File: config.mk
export PLATFORM = sky130hd
export DESIGN_NAME = wb_trace_capture
export DESIGN_NICKNAME = d
export VERILOG_FILES = /design/src/rtl/wb_trace_capture.sv
export SDC_FILE = /design/constraint.sdc
export NUM_CORES = 1
export LEC_CHECK = 0
export BUFFER_PORTS_ARGS = -buffer_cell sky130_fd_sc_hd__buf_4
export CORE_AREA = 2 2 137 205
export CTS_CLUSTER_DIAMETER = 30
export DETAILED_ROUTE_END_ITERATION = 10
export DIE_AREA = 0 0 139 207
export HOLD_SLACK_MARGIN = 0.05
export PLACE_DENSITY = 0.67
export SYNTH_ARGS = -nofsm -noshare
export SYNTH_HDL_FRONTEND = slang
export SYNTH_SLANG_ARGS = --single-unit
File: constraint.sdc
create_clock -name clk -period 8.6 [get_ports clk]
set_clock_uncertainty 0.2 [all_clocks]
set_input_delay 0.86 -clock clk [delete_from_list [all_inputs] [get_ports clk]]
set_output_delay 0.86 -clock clk [all_outputs]
set_load 0.02 [all_outputs]
File: src/rtl/wb_trace_capture.sv
// Writeback retirement tracer: captures tiny_risc writeback events into a lossy FIFO
// with a registered valid/ready output. Define WB_TRACE_CYCLE_STAMP_EN to add a 16-bit cycle stamp.
module wb_trace_capture #(
  parameter int DEPTH  = 8,
  parameter int DATA_W = 32
) (
  input  logic                     clk,
  input  logic                     reset,
  input  logic                     wb_valid,
  input  logic [3:0]               wb_rd,
  input  logic [DATA_W-1:0]        wb_data,
  output logic                     trace_valid,
  input  logic                     trace_ready,
  output logic [3:0]               trace_rd,
  output logic [DATA_W-1:0]        trace_data,
`ifdef WB_TRACE_CYCLE_STAMP_EN
  output logic [15:0]              trace_stamp,
`endif
  output logic [$clog2(DEPTH):0]   level,
  output logic                     overflow,
  output logic [7:0]               drop_cnt,
  input  logic                     overflow_clr
);

  localparam int AW = $clog2(DEPTH);
  localparam int CW = AW + 1;
`ifdef WB_TRACE_CYCLE_STAMP_EN
  localparam int EW = 4 + DATA_W + 16;
`else
  localparam int EW = 4 + DATA_W;
`endif

  logic [EW-1:0] mem [DEPTH];
  logic [EW-1:0] out_q;
  logic [EW-1:0] in_entry;
  logic [AW-1:0] rd_ptr, wr_ptr;
  logic [CW-1:0] mem_cnt;
  logic          out_valid;
  logic          pop, push, drop, out_load, mem_nonempty, mem_wr, mem_rd;

`ifdef WB_TRACE_CYCLE_STAMP_EN
  logic [15:0] stamp_cnt;

  always_ff @(posedge clk or posedge reset) begin
    if (reset) stamp_cnt <= '0;
    else       stamp_cnt <= stamp_cnt + 16'd1;
  end

  assign in_entry    = {stamp_cnt, wb_rd, wb_data};
  assign trace_stamp = out_q[DATA_W+4 +: 16];
`else
  assign in_entry    = {wb_rd, wb_data};
`endif

  assign trace_valid = out_valid;
  assign trace_rd    = out_q[DATA_W +: 4];
  assign trace_data  = out_q[DATA_W-1:0];
  assign level       = mem_cnt + CW'(out_valid);

  // The output register counts as one FIFO slot; an event bypasses storage
  // straight into it whenever storage is empty and the register is free.
  always_comb begin
    pop          = out_valid & trace_ready;
    push         = wb_valid & ((level < CW'(DEPTH)) | pop);
    drop         = wb_valid & ~push;
    out_load     = ~out_valid | pop;
    mem_nonempty = (mem_cnt != '0);
    mem_wr       = push & (~out_load | mem_nonempty);
    mem_rd       = out_load & mem_nonempty;
  end

  always_ff @(posedge clk) begin
    if (mem_wr) mem[wr_ptr] <= in_entry;
  end

  always_ff @(posedge clk or posedge reset) begin
    if (reset) begin
      rd_ptr    <= '0;
      wr_ptr    <= '0;
      mem_cnt   <= '0;
      out_valid <= 1'b0;
      out_q     <= '0;
    end else begin
      if (mem_wr) wr_ptr <= wr_ptr + AW'(1);
      if (mem_rd) rd_ptr <= rd_ptr + AW'(1);
      case ({mem_wr, mem_rd})
        2'b10:   mem_cnt <= mem_cnt + CW'(1);
        2'b01:   mem_cnt <= mem_cnt - CW'(1);
        default: mem_cnt <= mem_cnt;
      endcase
      if (out_load) begin
        if (mem_rd) begin
          out_q     <= mem[rd_ptr];
          out_valid <= 1'b1;
        end else if (push) begin
          out_q     <= in_entry;
          out_valid <= 1'b1;
        end else begin
          out_valid <= 1'b0;
        end
      end
    end
  end

  // A drop in the same cycle as a clear restarts the count at one.
  always_ff @(posedge clk or posedge reset) begin
    if (reset) begin
      overflow <= 1'b0;
      drop_cnt <= '0;
    end else if (drop) begin
      overflow <= 1'b1;
      if (overflow_clr)           drop_cnt <= 8'd1;
      else if (drop_cnt != 8'hFF) drop_cnt <= drop_cnt + 8'd1;
    end else if (overflow_clr) begin
      overflow <= 1'b0;
      drop_cnt <= '0;
    end
  end

endmodule

# Word level (Yosys, flattened, before mapping)
# Memories as Yosys holds them, arrays and structs flattened.
# Index checks and enable logic that the tools add are counted.
[word_totals]
ff_bits = 56
ramBits = 288
in_bits = 41
out_inout_bits = 50
word_cells = 49
n_memories = 1
[mem_list]
columns = ["name", "depth", "word_bits", "rd", "rd_clocked_by_memory_dff", "write_ports", "line", "text"]
rows = [
  ["mem", 8, 36, 1, 0, 1, "33", "logic [EW-1:0] mem [DEPTH];"],
]
[op_classes]
n_addsub = 6
n_lt_le_gt_ge = 1
eq_ne = 3
mux = 13
bitwise_logic = 11
reduce_logical = 7
[op_table]
columns = ["op", "n"]
rows = [
  ["$mux W36", 2],
  ["$mux W8", 4],
  ["$add A8 B1 Y8 const B", 1],
  ["$ne A8 B8 Y1 const B", 1],
  ["$pmux W4 S2", 1],
  ["$reduce_bool A2 Y1", 4],
  ["$add A3 B1 Y3 const B", 2],
  ["$mux W1", 6],
  ["$and A1 B1 Y1", 5],
  ["$add A4 B1 Y4", 1],
  ["$add A4 B1 Y4 const B", 1],
  ["$lt A4 B4 Y1 const B", 1],
  ["$reduce_and A2 Y1", 2],
  ["$reduce_bool A4 Y1", 1],
  ["$sub A4 B1 Y4 const B", 1],
  ["$not A1 Y1", 3],
  ["$or A1 B1 Y1", 3],
  ["$eq A2 B1 Y1 const B", 1],
  ["$eq A2 B2 Y1 const B", 1],
]

# Logic depth before layout (Yosys ltp)
[logic_depth]
depth_word = 8
mapped_depth = 12
depth_no_buf = 12

# Worst setup path before layout
# Ideal clock, no wire load.
[synth_timing]
path_type = "register -> register"
from = "register out_valid, in the netlist trace_valid"
to = "memory mem[0][0] (netlist bit), enable pin"
setup_time_ns = 0.519
t_arrival_ns = 4.904
t_required_ns = 7.881
slack_ns = 2.977
stages_incl_launch_ff = 7
path_buffers = 0
period_less_slack_ns = 5.623
path_cell_list = "dfrtp_1 ha_1 nand3_4 xnor2_2 o22ai_1 o21ai_4 nor4_1"
[synth_between]
elab_chain_len = 7
word_cells_on_any_way = 12
classes_between = "1 x add/sub; 1 x order compare; 2 x mux; 8 x bitwise"
[synth_lines]
columns = ["element", "line", "text"]
rows = [
  ["start, declared", "38", "logic out_valid;"],
  ["start signal, assigned", "81", "out_valid <= 1'b0;"],
  ["start signal, assigned", "94", "out_valid <= 1'b1;"],
  ["start signal, assigned", "97", "out_valid <= 1'b1;"],
  ["$add A4 B1 Y4, or another cell as far along", "58", "assign level = mem_cnt + CW'(out_valid);"],
  ["$lt A4 B4 Y1 / $or A1 B1 Y1 (equally long branches)", "64, 66", ""],
  ["$or A1 B1 Y1 / $not A1 Y1 (equally long branches)", "64, 68", ""],
  ["$and A1 B1 Y1 / $or A1 B1 Y1 (equally long branches)", "64, 68", ""],
  ["$and A1 B1 Y1 (*)", "68", "mem_wr = push & (~out_load | mem_nonempty);"],
  ["$mux W1 (*)", "73", "if (mem_wr) mem[wr_ptr] <= in_entry;"],
  ["$mux W1 (implied by the code) (*)", "73", ""],
  ["end, declared", "33", ""],
]
# Every way passes the cells marked *; elsewhere a longest branch is shown, timed or not.

# Worst setup path in the final report
[layout_timing]
from = "register mem_cnt[0]"
to = "memory mem[3][1] (netlist bit), enable pin"
[layout_between]
elab_chain_len = 7
word_cells_on_any_way = 9
classes_between = "1 x add/sub; 1 x order compare; 2 x mux; 4 x bitwise; 1 x reduce/logical"
[layout_lines]
columns = ["element", "line", "text"]
rows = [
  ["start, declared", "37", "logic [CW-1:0] mem_cnt;"],
  ["start signal, assigned", "87", "2'b10: mem_cnt <= mem_cnt + CW'(1);"],
  ["start signal, assigned", "88", "2'b01: mem_cnt <= mem_cnt - CW'(1);"],
  ["start signal, assigned", "89", "default: mem_cnt <= mem_cnt;"],
  ["$add A4 B1 Y4", "58", ""],
  ["$lt A4 B4 Y1", "64", "push = wb_valid & ((level < CW'(DEPTH)) | pop);"],
  ["$or A1 B1 Y1", "64", ""],
  ["$and A1 B1 Y1", "64", ""],
  ["$and A1 B1 Y1 (*)", "68", ""],
  ["$mux W1 (*)", "73", ""],
  ["$mux W1 (implied by the code) (*)", "73", ""],
]
# Marked as above.

==> run metrics <==
unique cell type count in the Yosys netlist=43; Worst Hold Launch=rd_ptr[2]; most common cell after layout, fill and taps aside=edfxtp_1; Post-Layout Inst Area=16000 µm²; vias per inst=5.83; status=complete, no violations; Internal Power=4020 µW; total grt overflow=0; Post-Synth Simple-Gate Area=2.14%; I/O pin count=91; logic gate share of total power=26.6%; max incr delay on CP=1.06 ns; CTS tree=yes; share of layout cells above drive strength 1=34.3%; RSZ-0062 raised after global routing=false; CP max stage cell=nor2_4; vias in the first global route=7303; Rows=74; Die H=207 µm; Flop pwr share=40.6%; CP Capture Type=register; Synth Area in Compound Gates=3.98%; first-pass GRT wire length=42300 µm; Max VDD drop=0.278 mV; antenna violations before repair=0; Pwr per Cell Area=361 nW/µm²; sw frac=30.4%; clk sinks=344; critical register-to-register path startpoint=mem_cnt[0]; clock share of power=32.8%; Hold Vio Cnt, Final=0; Max-Cap Viols=0; H-tree lvl count=2; Num CTS Buffers=45; DIE AREA=28800 µm²; crit-path leading delay family=simple AND/OR/NAND/NOR gates; final slew viol count=0; Final period util=41.3%; Cells after Synth=655; input/output buffers=90; Routed WL=27000 µm; Clk pin slew, worst setup/hold paths=0.06 ns; Setup violations, final=0; Starting DRT DRC Count=457; Setup CP Type=register to register; post-CTS sizing=0; HPWL Detailed=15200 µm; WP data arrival=3.48 ns; post-synth net total=704; total power=5770 µW; CP required=8.54 ns; Post-DRT Antenna Nets=0; P&R area growth vs syn=20.3%; Post-Synth XOR/XNOR Area=1.11%; post-synthesis mux area share=15.2%; WL/cell=23.4 µm; vias after detailed routing=6721; Post-Syn Area=13300 µm²; Crit Path Max Fanout=36; syn avg cell area=20.3 µm²; crit path from=mem_cnt[0]; cell leakage power=0.00557 µW; Net Sw Power=1760 µW; Final Util=59.2%; gr usage total=19.1%; Final nets=822; die width=139 µm; most frequent cells in the layout=288 x edfxtp_1, 105 x buf_4, 72 x mux4_2; TritonRoute pass-1 iters=5; largest net degree at the start of global routing=73; flops & latches, synth=344; Ant. Diodes=0; Syn. warnings=0; CTS Buffer Depth=3; Fin Setup TNS=0 ns; fin crit period=3.55 ns; fmax=282 MHz; DRC Markers=0; max_slew headroom=17.9%; largest family of logic cells by synthesized area=multiplexers; post-CTS setup buffer count=0; Worst-Margin Slew=1.23 ns; Area after DPL=14400 µm²; hold crit path type=register to register; adder-cell share of the synthesized area=0.753%; CP Cell Sequence=ha_1 > nand3_4 > xnor2_2 > o22ai_1 > o211ai_1 > nor2_4; worst skew pair latency=0.54 ns; Initial Util=49.2%; Root Driver=clkbuf_16; cts hold-fix bufs=0; Core Region=27000 µm²; global placement routability congestion=0.747; Seq/Total Area, Yosys=75.6%; CP bufs+invs=0; critical path launch point type=register
==> through the flow <==
stage,worst slack [ns],hold slack (ns),cells
after global placement,5.09,0.261,1068
after floorplan,2.98,0.320,655
after CTS,4.99,0.282,1152
final,5.05,0.277,1152
after global routing,4.82,0.314,1152
after detailed placement,5.00,0.271,1068
==> worst register-to-register path, cell delays in order, from the launching register on <==
cell	delay [ns]
dfrtp_1	0.49
ha_1	0.28
nand3_4	0.09
xnor2_2	0.26
o22ai_1	0.39
o211ai_1	0.38
nor2_4	1.07
==> metal layers <==
layer	wire (µm)	up-vias	global-route usage [%]
li1	-	2963	-
met1	10700	3534	24.3
met2	14600	188	33.6
met3	1190	36	3.44
met4	522	0	5.50
met5	0	-	0
==> final cells by class <==
type / count / area, µm²
Timing Repair Buffer: 105 / 788
Tap cell: 342 / 428
Inverter: 3 / 11.3
Sequential cell: 344 / 10100
Clock inverter: 31 / 357
Multi-Input combinational cell: 274 / 3160
Fill cell: 1968 / 11000
Clock buffer: 53 / 1210
==> worst paths after layout <==
check	cells after the start	end	slack [ns]
min in group asynchronous	3	out_q[25]	0.36
max	6	mem[3][1]	5.05
max in group asynchronous	3	rd_ptr[0]	7.21
min reg2reg	1	rd_ptr[2]	0.28
max reg2reg	6	mem[3][1]	5.05
min	1	rd_ptr[2]	0.28
==> kinds of logic after synthesis <==
family / Yosys count
adders and majority gates: 8
xor gates and xnor gates: 16
AOI/OAI and AO/OA: 88
muxes: 112
and+or+nand+nor: 50
buffers and inverters: 37
DFF: 344
==> state kept, by name, summed over array words and instances (netlist names) <==
| register | count |
|---|---|
| mem_cnt | 4 |
| rd_ptr | 3 |
| wr_ptr | 3 |
| trace_valid | 1 |
| out_q | 36 |
| overflow | 1 |
| mem | 288 |
| drop_cnt | 8 |
==> cells in the mapped netlist <==
master	instances	share of area, %
edfxtp_1	288	65
mux4_2	72	12
dfrtp_1	56	11
a21oi_1	38	1.4
mux2i_1	37	2.8
o22ai_1	37	1.7
clkbuf_1	17	0.48
nor2_1	12	0.34
buf_2	10	0.38
xor2_1	10	0.66
ha_1	8	0.75
nand2_1	8	0.23
nand3_1	6	0.23
nor3_1	5	0.19
xnor2_1	5	0.33
buf_1	4	0.11
nand4_1	4	0.19
buf_4	3	0.17
inv_1	3	0.085
nand2b_1	3	0.14
o211ai_1	3	0.17
a21oi_2	2	0.13
mux2_2	2	0.17
nand3b_1	2	0.11
nor2b_1	2	0.094
a21o_1	1	0.056
a22oi_1	1	0.056
a31oi_1	1	0.047
a41oi_1	1	0.066
and3_1	1	0.047
and4_1	1	0.066
mux2_1	1	0.085
nand3_4	1	0.13
nand4b_1	1	0.066
nor4_1	1	0.047
nor4_4	1	0.16
o21ai_0	1	0.038
o21ai_4	1	0.12
o2bb2ai_1	1	0.066
o31ai_1	1	0.056
or2_2	1	0.047
or4_1	1	0.056
xnor2_2	1	0.12
==> power groups by stage <==
| stage | logic [µW] | registers (µW) | clock network [µW] |
|---|---|---|---|
| 2_1_floorplan | 1030 | 2380 | 0 |
| 4_1_cts | 1570 | 2350 | 1930 |
| 3_3_place_gp | 1530 | 2360 | 0 |
| 5_1_grt | 1650 | 2380 | 2000 |
| 6_report | 1540 | 2340 | 1900 |
| 3_5_place_dp | 1560 | 2380 | 0 |
No activity file was read; power rests on OpenSTA's default activity.
